`src/rtl/compare_reload_scheduler_if.sv`:
```
// Write-side bus for compare_reload_scheduler: a valid/ready stream of
// threshold words (slot index, value, end-of-set marker).
interface compare_reload_scheduler_if #(
  parameter int COUNTER_WIDTH = 16,
  parameter int N_CHANNELS    = 3
);
  localparam int IDX_W = $clog2(2 * N_CHANNELS);

  logic                     wr_valid;
  logic                     wr_ready;
  logic [IDX_W-1:0]         wr_index;
  logic [COUNTER_WIDTH-1:0] wr_data;
  logic                     wr_last;

  // Register-file side: produces threshold words.
  modport master (
    output wr_valid,
    output wr_index,
    output wr_data,
    output wr_last,
    input  wr_ready
  );

  // Scheduler side: consumes threshold words.
  modport slave (
    input  wr_valid,
    input  wr_index,
    input  wr_data,
    input  wr_last,
    output wr_ready
  );
endinterface

```
`src/rtl/compare_reload_scheduler.sv`:
```
// compare_reload_scheduler
// Collects a complete set of 2*N_CHANNELS comparator thresholds in a staging
// bank and commits it atomically to thresholds_out on a qualifying PWM
// counter event (optionally divided), with a one-cycle reload_compare strobe.
// Optional feature macro: COMPARE_RELOAD_STOPPED_BYPASS_EN -- while the counter
// is stopped and nothing is staged, each write goes straight to the outputs.
module compare_reload_scheduler #(
  parameter int COUNTER_WIDTH = 16,
  parameter int N_CHANNELS    = 3
) (
  input  logic                                          clock,
  input  logic                                          reset,
  input  logic                                          counter_stopped,
  input  logic                                          period_start,
  input  logic                                          period_mid,
  input  logic [1:0]                                    reload_mode,
  input  logic [7:0]                                    reload_divider,
  compare_reload_scheduler_if.slave                     wr,
  input  logic                                          clear_overrun,
  output logic [2*N_CHANNELS-1:0][COUNTER_WIDTH-1:0]    thresholds_out,
  output logic                                          reload_compare,
  output logic                                          update_pending,
  output logic                                          overrun
);

  localparam int DEPTH = 2 * N_CHANNELS;
  localparam int IDX_W = $clog2(DEPTH);

  typedef enum logic [1:0] {
    ST_IDLE    = 2'd0,
    ST_STAGING = 2'd1,
    ST_ARMED   = 2'd2,
    ST_COMMIT  = 2'd3
  } state_e;

  state_e                                  state_q;
  logic [DEPTH-1:0][COUNTER_WIDTH-1:0]     bank_q;
  logic [DEPTH-1:0][COUNTER_WIDTH-1:0]     thresholds_q;
  logic                                    reload_compare_q;
  logic                                    update_pending_q;
  logic                                    overrun_q;
  logic                                    wr_ready_q;
  logic [7:0]                              event_cnt_q;
  logic [7:0]                              event_cnt_d;
`ifdef COMPARE_RELOAD_STOPPED_BYPASS_EN
  logic                                    bypass_pend_q;
`endif

  logic qual_s;
  logic eligible_s;
  logic accept_s;
  logic idx_ok_s;

  assign wr.wr_ready      = wr_ready_q;
  assign thresholds_out   = thresholds_q;
  assign reload_compare   = reload_compare_q;
  assign update_pending   = update_pending_q;
  assign overrun          = overrun_q;

  // Handshake and slot-range decode (out-of-range slots are accepted but dropped).
  always_comb begin
    accept_s = wr.wr_valid & wr_ready_q;
    idx_ok_s = ({1'b0, wr.wr_index} < (IDX_W + 1)'(DEPTH));
  end

  // Event qualification and divider: start+mid together count as one event;
  // a divider lowered below the running count zeroes it without a commit.
  always_comb begin
    qual_s = 1'b0;
    case (reload_mode)
      2'b00:   qual_s = period_start;
      2'b01:   qual_s = period_mid;
      2'b10:   qual_s = period_start | period_mid;
      default: qual_s = 1'b0;
    endcase
    eligible_s  = qual_s && (event_cnt_q == reload_divider);
    event_cnt_d = event_cnt_q;
    if (qual_s) begin
      if (event_cnt_q >= reload_divider) begin
        event_cnt_d = 8'd0;
      end else begin
        event_cnt_d = event_cnt_q + 8'd1;
      end
    end else begin
      event_cnt_d = event_cnt_q;
    end
  end

  // Main FSM with staging bank, committed thresholds and all registered outputs.
  always_ff @(posedge clock) begin
    if (reset) begin
      state_q          <= ST_IDLE;
      bank_q           <= '0;
      thresholds_q     <= '0;
      reload_compare_q <= 1'b0;
      update_pending_q <= 1'b0;
      overrun_q        <= 1'b0;
      wr_ready_q       <= 1'b1;
      event_cnt_q      <= 8'd0;
`ifdef COMPARE_RELOAD_STOPPED_BYPASS_EN
      bypass_pend_q    <= 1'b0;
`endif
    end else begin
      event_cnt_q <= event_cnt_d;
`ifdef COMPARE_RELOAD_STOPPED_BYPASS_EN
      // A direct write strobes the compare unit one cycle after it lands.
      reload_compare_q <= bypass_pend_q;
      bypass_pend_q    <= 1'b0;
`else
      reload_compare_q <= 1'b0;
`endif

      // An event that finds the set still incomplete is flagged; set beats clear.
      if (eligible_s && (state_q == ST_STAGING)) begin
        overrun_q <= 1'b1;
      end else if (clear_overrun) begin
        overrun_q <= 1'b0;
      end else begin
        overrun_q <= overrun_q;
      end

      case (state_q)
        ST_IDLE: begin
          if (accept_s) begin
`ifdef COMPARE_RELOAD_STOPPED_BYPASS_EN
            if (counter_stopped) begin
              if (idx_ok_s) begin
                bank_q[wr.wr_index]       <= wr.wr_data;
                thresholds_q[wr.wr_index] <= wr.wr_data;
              end
              bypass_pend_q <= 1'b1;
            end else begin
`endif
              if (idx_ok_s) begin
                bank_q[wr.wr_index] <= wr.wr_data;
              end
              if (wr.wr_last) begin
                state_q          <= ST_ARMED;
                wr_ready_q       <= 1'b0;
                update_pending_q <= 1'b1;
              end else begin
                state_q <= ST_STAGING;
              end
`ifdef COMPARE_RELOAD_STOPPED_BYPASS_EN
            end
`endif
          end
        end

        ST_STAGING: begin
          if (accept_s) begin
            if (idx_ok_s) begin
              bank_q[wr.wr_index] <= wr.wr_data;
            end
            if (wr.wr_last) begin
              state_q          <= ST_ARMED;
              wr_ready_q       <= 1'b0;
              update_pending_q <= 1'b1;
            end
          end
        end

        ST_ARMED: begin
          if (eligible_s || counter_stopped) begin
            state_q          <= ST_COMMIT;
            thresholds_q     <= bank_q;
            reload_compare_q <= 1'b1;
            update_pending_q <= 1'b0;
          end
        end

        ST_COMMIT: begin
          state_q          <= ST_IDLE;
          wr_ready_q       <= 1'b1;
          update_pending_q <= 1'b0;
        end

        default: begin
          state_q          <= ST_IDLE;
          wr_ready_q       <= 1'b1;
          update_pending_q <= 1'b0;
        end
      endcase
    end
  end

endmodule
```
`src/flat_wrapper.sv`:
```
// flat-port wrapper written by rule: the top's interface ports become plain ports
module compare_reload_scheduler_flat 
#(
  parameter int COUNTER_WIDTH = 16,
  parameter int N_CHANNELS    = 3
)
  (clock, reset, counter_stopped, period_start, period_mid, reload_mode, reload_divider, clear_overrun, thresholds_out, reload_compare, update_pending, overrun, wr_wr_valid, wr_wr_index, wr_wr_data, wr_wr_last, wr_wr_ready);
  compare_reload_scheduler_if #(.COUNTER_WIDTH(COUNTER_WIDTH), .N_CHANNELS(N_CHANNELS)) wr_i ();
  input  logic clock;
  input  logic reset;
  input  logic counter_stopped;
  input  logic period_start;
  input  logic period_mid;
  input  logic [1:0] reload_mode;
  input  logic [7:0] reload_divider;
  input  logic clear_overrun;
  output logic [2*N_CHANNELS-1:0][COUNTER_WIDTH-1:0] thresholds_out;
  output logic reload_compare;
  output logic update_pending;
  output logic overrun;
  input wire logic [$bits(wr_i.wr_valid)-1:0] wr_wr_valid;
  input wire logic [$bits(wr_i.wr_index)-1:0] wr_wr_index;
  input wire logic [$bits(wr_i.wr_data)-1:0] wr_wr_data;
  input wire logic [$bits(wr_i.wr_last)-1:0] wr_wr_last;
  output wire logic [$bits(wr_i.wr_ready)-1:0] wr_wr_ready;
  assign wr_i.wr_valid = wr_wr_valid;
  assign wr_i.wr_index = wr_wr_index;
  assign wr_i.wr_data = wr_wr_data;
  assign wr_i.wr_last = wr_wr_last;
  assign wr_wr_ready = wr_i.wr_ready;
  compare_reload_scheduler #(.COUNTER_WIDTH(COUNTER_WIDTH), .N_CHANNELS(N_CHANNELS)) u_core (.clock(clock), .reset(reset), .counter_stopped(counter_stopped), .period_start(period_start), .period_mid(period_mid), .reload_mode(reload_mode), .reload_divider(reload_divider), .wr(wr_i), .clear_overrun(clear_overrun), .thresholds_out(thresholds_out), .reload_compare(reload_compare), .update_pending(update_pending), .overrun(overrun));
endmodule
```
`config.mk`:
```
export PLATFORM = sky130hd
export DESIGN_NAME = compare_reload_scheduler_flat
export DESIGN_NICKNAME = d
export VERILOG_FILES = /design/src/rtl/compare_reload_scheduler_if.sv /design/src/rtl/compare_reload_scheduler.sv /design/src/flat_wrapper.sv
export SDC_FILE = /design/constraint.sdc
export NUM_CORES = 1
export LEC_CHECK = 0
export CAP_MARGIN = 20
export CORE_MARGIN = 4
export CORE_UTILIZATION = 51
export CTS_CLUSTER_DIAMETER = 30
export CTS_CLUSTER_SIZE = 8
export DETAILED_ROUTE_END_ITERATION = 10
export HOLD_SLACK_MARGIN = 0.06
export PLACE_DENSITY_LB_ADDON = 0.05
export SYNTH_ARGS = -nofsm -noshare
export SYNTH_HDL_FRONTEND = slang
export SYNTH_SLANG_ARGS = --single-unit
```
`constraint.sdc`:
```
create_clock -name clock -period 2.4 [get_ports clock]
set_input_delay 0.36 -clock clock [delete_from_list [all_inputs] [get_ports clock]]
set_output_delay 0.36 -clock clock [all_outputs]
set_load 0.01 [all_outputs]
```
[After elaboration in Yosys (flattened, before gate mapping)]
Cells that the tools add are included.
Word-level totals
  flip-flop bits (word level): 206
  bits in writable memories: 0
  logic and storage cells: 74
  output and inout bits: 100
  memories kept: 0
  latch bits: 0
  bits in read-only memories: 0
Operators by class
  equal/unequal tests: 12
  bitwise logic cells: 3
  divide/modulo/power cells: 0
  multiplexer cells: 21
  multipliers: 0
  reduce and logical (&&, ||, !) cells: 15
  shift-type cells: 0
  $add $sub $neg: 1
  $lt $le $gt $ge: 4
Operators by type and width (number)
  bitwise mux 96 bit: 1
  demux 16 bit (select 3 bit): 1
  2-to-1 mux 16 bit: 1
  2-to-1 mux 2 bit: 5
  != test 2 x 1 -> 1 bit (second input constant): 5
  AND reduction 3 bit: 3
  adder 8 x 1 -> 8 bit (second input constant): 1
  equality test 8 bit: 1
  greater-or-equal comparator 8 bit: 1
  2-to-1 mux 1 bit: 8
  2-to-1 mux 8 bit: 1
  case mux 2 bit (4 select lines): 1
  equality test 2 bit (second input constant): 3
  case mux 1 bit (3 select lines): 2
  equality test 2 x 1 -> 1 bit (second input constant): 2
  logical NOT 2 bit: 2
  < comparator 3 x 4 -> 1 bit (second input constant): 1
  AND reduction 4 bit: 1
  nonzero test 2 bit: 2
  OR reduction 2 bit: 2
  greater-or-equal comparator 3 x 1 -> 1 bit (second input constant): 1
  logical AND 1 bit: 3
  < comparator 3 bit (second input constant): 1
  != test 2 bit (second input constant): 1
  6 further kinds: 6

[Depth between registers and ports, before layout]
  depth in word-level cells: 6
  depth in mapped cells: 10
  gate-level depth less buffers: 7

[Least setup slack after synthesis]
Ideal clock, no wire load.
  kind: reg-to-reg
  from: register u_core.state_q[0]
  to: register u_core.bank_q[10] (netlist name)
  data arrival time: 1847 ps
  setup slack: 421 ps
  stages on the path, launching flop included: 10
  cell sequence: dfxtp_1 > inv_1 > ha_1 > nor2_1 > or3_4 > or3_1 > clkbuf_1 > buf_2 > nand2_1 > a21oi_1
Between the ends
  longest elaborated chain between the ends: 3
RTL lines
  start, declared: RTL line compare_reload_scheduler.sv:36  | state_e state_q;
  start signal, assigned: RTL line compare_reload_scheduler.sv:92  | state_q <= ST_IDLE;
  start signal, assigned: RTL line compare_reload_scheduler.sv:138  | state_q <= ST_ARMED;
  start signal, assigned: RTL line compare_reload_scheduler.sv:142  | state_q <= ST_STAGING;
  equality test 2 x 1 -> 1 bit or logical NOT 2 bit (tied branches): RTL line compare_reload_scheduler.sv:122  | case (state_q)
  OR reduction 2 bit (no source line) *
  AND reduction 3 bit (no source line) *
  end signal, assigned by index: RTL line compare_reload_scheduler.sv:135  | bank_q[wr.wr_index] <= wr.wr_data;
  end signal, assigned by index: RTL line compare_reload_scheduler.sv:153  | bank_q[wr.wr_index] <= wr.wr_data;
  end, declared: RTL line compare_reload_scheduler.sv:37  | logic [DEPTH-1:0][COUNTER_WIDTH-1:0] bank_q;
Mark *: on every way between the ends. The rest lies on a longest branch, timed or not.
A chain may end at the register's enable or synchronous reset.

[Final worst setup path]
  from: register u_core.state_q[0]
  to: register u_core.bank_q[8] (netlist name)
Same word-level chain as after synthesis.

==> flow_summary.json <==
{
  "netlist_instances": 892,
  "place.gp.congestion": 0.768,
  "slew_violations": 0,
  "r2r_slack_ps": 370,
  "drive_above_1_share_pct": 9.09,
  "ys.flop_type": "dfxtp_1",
  "drc": 0,
  "fmax_ghz": 0.493,
  "drt_wl_total_um": 20200,
  "wl_met1_um": 9120,
  "cp.arrival_ps": 2390,
  "ys_async_sr_fraction_pct": 0,
  "setup_tns_ps": 0,
  "cts_sinks": 206,
  "pwr-share-comb_pct": 12.4,
  "tightest_slew_ps": 622,
  "clk_latency_ps": 500,
  "highest_layer": "met4",
  "max_cap_violations": 0,
  "hold_viol_final": 0,
  "synth_common_cells": "206 x dfxtp_1, 197 x nand2b_1, 162 x mux2i_1, 77 x nand2_1, 74 x nor2_1",
  "timing.hold.ws_ps": 250,
  "post-route-period-util_pct": 84.6,
  "synth_seq_cells": 206,
  "start_util_pct": 51.9,
  "yosysSeqAreaShare_pct": 47.9,
  "synth_fp_nets": 942,
  "met2_length_um": 9580,
  "post-place-cells": 1217,
  "fin_ws_ps": 370,
  "place_hpwl_um": 12600,
  "synth_edf_count": 0,
  "firstDrtPassIters": 4,
  "dieHeight_um": 138,
  "cp-end-kind": "register",
  "path_delay_family": "simple AND/OR/NAND/NOR gates",
  "max_stage_delay_ps": 440,
  "vias": 6387,
  "postSynthAreaPerCell_um2": 9.65,
  "synth_top_area_share_pct": 47.9,
  "outcome": "complete, no violations",
  "first_global_vias": 6143,
  "rsz0062_at_grt": "false",
  "stdcell_count": 1288,
  "ys_types": 36,
  "grt_overflow": 0,
  "crit_chain": "inv_1, ha_1, nor2_1, or3_4, or3_1, buf_4, nand2_1, a21oi_1",
  "antenna_left": 0,
  "clk_path_buf_depth": 3,
  "switching_share_pct": 23.5,
  "syn_to_final_growth_pct": 35.9,
  "clk_pin_slew_ps": 50,
  "hold_class": "input pin to register",
  "ir_drop_uv": 590,
  "cts_tree": "yes",
  "synthMostInstantiatedCell": "dfxtp_1",
  "crit_required_ps": 2760,
  "cts_buffers": 41,
  "die_area_um2": 19000,
  "seqPwrFrac_pct": 35.0,
  "wl_met3_um": 1160,
  "ios": 137,
  "fp.dieW_um": 138,
  "worstSetupPathType": "register to register",
  "core_um2": 16600,
  "cellPowerDensity_nw_per_um2": 885,
  "clock_skew_ps": 16.0,
  "numPortBuffers": 136,
  "cts_resized": 0,
  "clkPwrFrac_pct": 52.6,
  "slew_headroom_pct": 58.4,
  "synth_top_cell_by_area": "dfxtp_1",
  "fin_nets": 1090,
  "switchingPower_mw": 2.43,
  "slowest_stage": "or3_4",
  "cts_setup_buffers": 0,
  "fin_crit_ps": 2030,
  "grt_usage_pct": 21.6,
  "startpoint_type": "register",
  "drt-initial-drc-count": 280,
  "finalSetupViolCount": 0,
  "grt_pass1_wl_um": 32100,
  "place_ws_ps": -53.3,
  "holdBufCountCts": 0,
  "rows": 47,
  "antenna_found_initial": 0,
  "p_int_mw": 7.91,
  "synth.area.top_cells": "dfxtp_1 48%, mux2i_1 19%, nand2b_1 14%",
  "avgViaCountPerCell": 4.96,
  "yosys_warnings": 0,
  "post_synth_instance_area_um2": 8610,
  "path_max_fanout": 16,
  "root_buffer": "clkbuf_16",
  "leakage_nw": 4.01,
  "cts_htree_levels": 2,
  "routedWlPerCell_um": 15.7,
  "crit_buf_inv": 2,
  "grt_start_max_net_pins": 97
}
[layer usage]
layer / track usage [%] / vias up
li1: - / 3262
met5: 0 / -
met4: 7.63 / 0
met2: 35.3 / 145
met1: 28.5 / 2951
met3: 4.32 / 29
[layout by cell type (no fill, tap or decap), types with 4 or more instances in the layout]
master	n
nor2b_1	6
clkbuf_8	7
clkinv_2	6
nor2_1	74
clkdlybuf4s50_1	135
nand2_1	77
a21oi_1	38
nand4_1	4
nand2b_1	197
dfxtp_1	206
inv_1	11
buf_12	13
clkbuf_1	7
mux2i_1	162
clkbuf_16	41
buf_4	12
a31oi_1	8
ha_1	13
nand3_1	7
bufinv_16	4
[through the flow]
stage	area (um^2)	power [mW]	util, %
2_1_floorplan	8610	4.52	-
3_3_place_gp	10300	4.96	62.4
3_5_place_dp	10300	4.97	62.4
4_1_cts	11700	10.5	70.5
5_1_grt	11700	10.8	70.5
6_report	11700	10.3	70.5
[final timing paths]
| path | cells past startpoint | startpoint | to |
|---|---|---|---|
| worst max-delay path | 8 | u_core.state_q[0]$_SDFFE_PP0P_ | u_core.bank_q[8]$_SDFFE_PP0P_ |
| worst min-delay path | 2 | reset | u_core.bank_q[12]$_SDFFE_PP0P_ |
| worst max register to register | 8 | u_core.state_q[0]$_SDFFE_PP0P_ | u_core.bank_q[8]$_SDFFE_PP0P_ |
| worst min register to register | 2 | u_core.bank_q[9]$_SDFFE_PP0P_ | u_core.bank_q[9]$_SDFFE_PP0P_ |
[flip-flops by register name, summed over array words and instances (netlist names)]
| signal | flops |
|---|---|
| u_core.bank_q | 96 |
| u_core.event_cnt_q | 8 |
| u_core.overrun | 1 |
| u_core.reload_compare | 1 |
| u_core.state_q | 2 |
| u_core.thresholds_out | 96 |
| u_core.update_pending | 1 |
| u_core.wr.wr_ready | 1 |
[cell type report]
type | count | area [um^2]
fillers | 1336 | 4890
multi-input cells | 619 | 4200
flip-flops and latches | 206 | 4120
repair buffers | 161 | 1710
clock buffers | 55 | 1150
well taps | 220 | 275
clock inverters | 15 | 190
inverters | 11 | 41.3
diodes | 1 | 2.50
[power by group through the flow]
stage | clock network, mW | logic [mW] | registers [mW]
2_1_floorplan | 0 | 0.850 | 3.67
3_3_place_gp | 0 | 1.29 | 3.67
3_5_place_dp | 0 | 1.29 | 3.68
4_1_cts | 5.55 | 1.30 | 3.62
5_1_grt | 5.73 | 1.40 | 3.63
6_report | 5.44 | 1.29 | 3.62
[kinds of logic (layout without fill, tap and decap cells)]
group           count (synthesis)  after routing  synth area share, %
simple gates                  385            385                 24.0
mux                           162            162                 18.8
fa+ha+maj                      13             13                 1.89
compound gates                 58             58                 3.87
flops                         206            206                 47.9
buf+inv                        67            242                 3.40
other cells                     0              1                    0
xor+xnor                        1              1                0.102
No activity file was read; power rests on OpenSTA's default activity.
